[src/rtl/rsa_io_sched.sv]
// Word-serial operand loader, core launcher, result capture buffer and host drain for the RSA core.
// Latency: 16 accepted words, 1 START cycle, WAIT, 16 SER cycles; out_valid/out_data are registered and held while out_ready is low.
module rsa_io_sched #(
  parameter int RSA_LEN = 512,
  parameter int BUS_W   = 32,
  parameter int TMO_W   = 24
) (
  input  logic               clk,
  input  logic               rst_n,
  input  logic               in_valid,
  input  logic [BUS_W-1:0]   in_data,
  output logic               in_ready,
  output logic               out_valid,
  output logic [BUS_W-1:0]   out_data,
  input  logic               out_ready,
  output logic               busy,
  output logic               err,
  output logic [RSA_LEN-1:0] core_din,
  output logic               core_start,
  input  logic               core_done,
  output logic               ser_load,
  input  logic [BUS_W-1:0]   ser_data
);
  localparam int WORDS = RSA_LEN / BUS_W;
  localparam int IDX_W = $clog2(WORDS);
  localparam int CNT_W = IDX_W + 1;
  localparam logic [CNT_W-1:0] LAST = CNT_W'(WORDS - 1);

  typedef enum logic [2:0] {S_IDLE, S_LOAD, S_START, S_WAIT, S_SER, S_DRAIN} state_t;

  state_t               state_q, state_d;
  logic [CNT_W-1:0]     cnt_q, cnt_d;
  logic [TMO_W-1:0]     tmo_q, tmo_d;
  logic                 err_q, err_d;
  logic [RSA_LEN-1:0]   din_q, din_d;
  logic                 out_vld_q;
  logic [BUS_W-1:0]     out_dat_q;
  logic [BUS_W-1:0]     res_buf_q [WORDS];
  logic                 rdy_c;

  always_comb begin
    state_d    = state_q;
    cnt_d      = cnt_q;
    tmo_d      = tmo_q;
    err_d      = err_q;
    din_d      = din_q;
    rdy_c      = 1'b0;
    core_start = 1'b0;
    ser_load   = 1'b0;
    case (state_q)
      S_IDLE: begin
        rdy_c = 1'b1;
        if (in_valid) begin
          din_d[BUS_W-1:0] = in_data;
          cnt_d            = CNT_W'(1);
          err_d            = 1'b0;
          state_d          = S_LOAD;
        end
      end
      S_LOAD: begin
        rdy_c = 1'b1;
        if (in_valid) begin
          din_d[int'(cnt_q[IDX_W-1:0]) * BUS_W +: BUS_W] = in_data;
          cnt_d = cnt_q + CNT_W'(1);
          if (cnt_q == LAST) state_d = S_START;
        end
      end
      S_START: begin
        core_start = 1'b1;
        tmo_d      = '0;
        state_d    = S_WAIT;
      end
      S_WAIT: begin
        tmo_d = tmo_q + TMO_W'(1);
        // A completion arriving on the final timeout cycle still counts as success.
        if (core_done) begin
          ser_load = 1'b1;
          cnt_d    = '0;
          state_d  = S_SER;
        end else if (tmo_d == '1) begin
          err_d   = 1'b1;
          state_d = S_IDLE;
        end
      end
      S_SER: begin
        if (cnt_q == LAST) begin
          cnt_d   = '0;
          state_d = S_DRAIN;
        end else begin
          cnt_d = cnt_q + CNT_W'(1);
        end
      end
      S_DRAIN: begin
        if (out_ready) begin
          if (cnt_q == LAST) begin
            cnt_d   = '0;
            state_d = S_IDLE;
          end else begin
            cnt_d = cnt_q + CNT_W'(1);
          end
        end
      end
      default: state_d = S_IDLE;
    endcase
  end

  always_ff @(posedge clk or negedge rst_n) begin
    if (!rst_n) begin
      state_q   <= S_IDLE;
      cnt_q     <= '0;
      tmo_q     <= '0;
      err_q     <= 1'b0;
      din_q     <= '0;
      out_vld_q <= 1'b0;
      out_dat_q <= '0;
    end else begin
      state_q   <= state_d;
      cnt_q     <= cnt_d;
      tmo_q     <= tmo_d;
      err_q     <= err_d;
      din_q     <= din_d;
      // Output word is preloaded from the next-state index so the first DRAIN cycle is already valid.
      out_vld_q <= (state_d == S_DRAIN);
      out_dat_q <= (state_d == S_DRAIN) ? res_buf_q[cnt_d[IDX_W-1:0]] : '0;
    end
  end

  // The serializer cannot be stalled, so capture runs every SER cycle unconditionally.
  always_ff @(posedge clk) begin
    if (state_q == S_SER) res_buf_q[cnt_q[IDX_W-1:0]] <= ser_data;
  end

  assign in_ready  = rst_n & rdy_c;
  assign out_valid = out_vld_q;
  assign out_data  = out_dat_q;
  assign busy      = (state_q != S_IDLE);
  assign err       = err_q;
  assign core_din  = din_q;
endmodule

[config.mk]
export PLATFORM = sky130hd
export DESIGN_NAME = rsa_io_sched
export DESIGN_NICKNAME = d
export VERILOG_FILES = /design/src/rtl/rsa_io_sched.sv
export SDC_FILE = /design/constraint.sdc
export NUM_CORES = 1
export LEC_CHECK = 0
export ABC_CLOCK_PERIOD_IN_PS = 8950
export BUFFER_PORTS_ARGS = -buffer_cell sky130_fd_sc_hd__buf_2
export CAP_MARGIN = 20
export CORE_UTILIZATION = 55
export CTS_CLUSTER_SIZE = 28
export DETAILED_ROUTE_END_ITERATION = 6
export GPL_TIMING_DRIVEN = 0
export HOLD_SLACK_MARGIN = 0.05
export PLACE_DENSITY = 0.77
export SYNTH_ARGS = -nofsm -noshare
export SYNTH_HDL_FRONTEND = slang
export SYNTH_SLANG_ARGS = --single-unit
export TNS_END_PERCENT = 10
[constraint.sdc]
create_clock -name clk -period 8.95 [get_ports clk]
set_clock_uncertainty 0.1 [all_clocks]
set_input_delay 1.79 -clock clk [delete_from_list [all_inputs] [get_ports clk]]
set_output_delay 1.79 -clock clk [all_outputs]
set_load 0.005 [all_outputs]
==> qor.yml <==
floorplanning:
  initial_utilization_pct: 55.75
  fp-row-count: 102
  core_mm2: 0.07772
  die_w_um: 282.7
  die_h_um: 282.7
  dieArea_mm2: 0.07991
  ios: 619
cts:
  cts.reportedPaths.clkPinSlew_ns: 0.06
  cts_tree: "built"
  cts_sinks: 1090
  clock_latency_ns: 0.70
  cts_resized: 0
  clk_path_buf_depth: 3
  postCtsSetupBuffers: 0
  numCtsBuffers: 106
  root_buffer: "clkbuf_16"
  cts_hold_buf: 0
  cts_max_level: 3
pwr:
  p_total_w: 0.01490
  power.leakage_nw: 21.98
  power_density_mw_per_mm2: 286.4
  peakVddDrop_mv: 0.2445
global_route:
  grt_first_pass_wirelength_um: 215100
  gr-total-overflow: 0
  antenna_found_initial: 13
  grt.total_usage_pct: 37.15
  grt_pass1_vias: 32310
  grt_max_degree: 125
drt:
  vias_per_cell: 6.101
  routed-via-count: 34290
  drt_iter0_drc: 4467
  drc: 0
  dr.pass1.iters: 6
  wirelength_um: 150600
  wire_per_inst_um: 26.79
  drtAntennaViolNets: 0
critical_path:
  worstPathMaxFanout: 100
  critPathRequiredTime_ns: 7.06
  crit_path_start: "rst_n"
  critPathKind: "in2out"
  rrSetupSlack_ns: 4.78
  arrival_ns: 2.93
  timing.rr.end: "out_data[29]"
  cp-start-kind: "input port"
  r2r_start: "cnt_q[1]"
  cp-endpoint: "in_ready"
  worstRegToRegCells: 13
  end_kind: "output pin"
timing:
  grt_setup_unrepaired: "no"
  slew_viol_final: 0
  min_period_over_period_pct: 53.87
  hold_viol_final: 0
  tns_ns: 0
  tightest_slew_ns: 1.020
  layout_min_cycle_time_ns: 4.821
  setup_viol: 0
  fmax_ghz: 0.2074
  relSlewSlack_pct: 31.98
synthesis:
  synth_area_leader_cell: "edfxtp_1"
  synth.cells.most_frequent: "nand2_1 (1,124), dfrtp_1 (578), edfxtp_1 (512)"
  synth.distinct_cells: 63
  netlist_top_cells_area: "edfxtp_1 (35%), dfrtp_1 (33%), nand2_1 (9.7%)"
  synthFlopType: "dfrtp_1"
  synth_top_area_share_pct: 35.48
  async_flop_share_pct: 53.03
  ys_ff_latch: 1090
  syn_area_mm2: 0.04333
  yosysMostFrequentCell: "nand2_1"
  seq_area_frac_synth_pct: 68.87
  synth_edf_count: 512
  synthCells: 3735
  syn-num-nets: 3814
  syn_area_per_cell_um2: 11.60
  ys_warn_count: 0
placed_design:
  hpwl_um: 107300
  gp_congestion: 0.9665
  port_buffers: 618
  dp.cells: 5417
  dpl-instance-area_mm2: 0.04838
final_layout:
  final_nets: 4564
  finalNonFillerCells: 5621
  area_delta_synth_final_pct: 20.09
  final_area_mm2: 0.05203
  drive_gt1_share_pct: 21.44
run:
  max_cap_violations: 0
status:
  status: "finished, final reports clean"
min_path:
  hp-class: "reg2reg"
through the flow:
step	hold slack [ns]	util (%)	setup WS (ns)
floorplan	0.3673	-	4.933
global placement	0.3558	61.40	-6.343
detailed placement	0.3626	62.25	3.916
CTS	0.3754	66.93	4.019
global route	0.3921	66.94	3.930
finish	0.3729	66.95	4.129
power breakdown:
part           switching, W  leakage, nW  total, W  internal [W]
clock network       0.00197         1.78   0.00465       0.00268
logic               0.00337         7.58   0.00465       0.00128
registers         0.0000938         12.6   0.00561       0.00551
total               0.00543         22.0    0.0149       0.00947
critical path, cell delays in order:
cell and delay (ns):
buf_8 0.39, buf_16 0.42, and2_1 0.19, buf_2 0.10
cells by family (layout without fill, tap and decap cells):
logic type / count (synthesis) / in the layout / share of synthesized area (%)
AO/OA/AOI/OAI: 862 / 862 / 12.07
XOR/XNOR: 7 / 7 / 0.1415
adder cells (fa/ha/maj): 10 / 10 / 0.2888
buffers and inverters: 301 / 1141 / 2.943
flip-flops: 1090 / 1090 / 68.87
multiplexers: 119 / 119 / 2.876
other: 0 / 6 / 0
AND/OR/NAND/NOR: 1346 / 1346 / 12.82
layout by cell type (no fill, tap or decap), types with 5 or more instances in the layout:
| cell | instances |
|---|---|
| nand2_1 | 1124 |
| mux2i_1 | 75 |
| a221oi_2 | 30 |
| edfxtp_1 | 512 |
| clkinv_1 | 5 |
| nand3_1 | 21 |
| bufinv_16 | 11 |
| a21oi_1 | 178 |
| buf_2 | 658 |
| xnor2_1 | 6 |
| ha_1 | 10 |
| o31ai_1 | 45 |
| clkinv_2 | 19 |
| nand4b_1 | 5 |
| buf_12 | 9 |
| clkbuf_16 | 108 |
| or4_1 | 35 |
| nor3_1 | 18 |
| nor2_1 | 46 |
| o21ai_0 | 456 |
| dfrtp_1 | 578 |
| diode_2 | 6 |
| buf_16 | 11 |
| a221oi_1 | 67 |
| buf_1 | 7 |
| and3_1 | 36 |
| inv_1 | 11 |
| clkbuf_8 | 15 |
| mux2_2 | 44 |
| nor2_4 | 16 |
| buf_6 | 11 |
| nand2b_1 | 6 |
| a211oi_1 | 65 |
| inv_6 | 5 |
| clkbuf_1 | 246 |
| buf_4 | 9 |
how the worst min path moves through the flow:
stage,startpoint,to,slack [ns],cells past startpoint
after floorplan,core_din[483],core_din[483],0.37,2
after global placement,core_din[109],core_din[109],0.36,2
after detailed placement,core_din[90],core_din[90],0.36,2
after CTS,core_din[90],core_din[90],0.38,2
after global routing,core_din[488],core_din[488],0.39,2
final,core_din[90],core_din[90],0.37,2
routing by layer:
metal	share of wire, %	track usage [%]
met3	11	10.31
met1	34	44.46
met4	8.2	26.82
met5	0.086	0
met2	46	58.02
registers in the layout, summed over array words and instances, names as in the netlist:
| name | flops |
|---|---|
| core_din | 512 |
| res_buf_q | 512 |
| out_data | 32 |
| tmo_q | 24 |
| cnt_q | 5 |
| state_q | 3 |
| err | 1 |
| out_valid | 1 |
cell type report:
type	count	area (um^2)
plain buffers	287	1222
flip-flops and latches	1090	29840
clock buffers	149	3014
repair buffers	642	3635
multi-input cells	2344	12330
fillers	5713	25690
clock inverters	49	623.1
diodes	6	15.01
inverters	14	52.55
well taps	1040	1301
(Power assumes the default switching activity.)
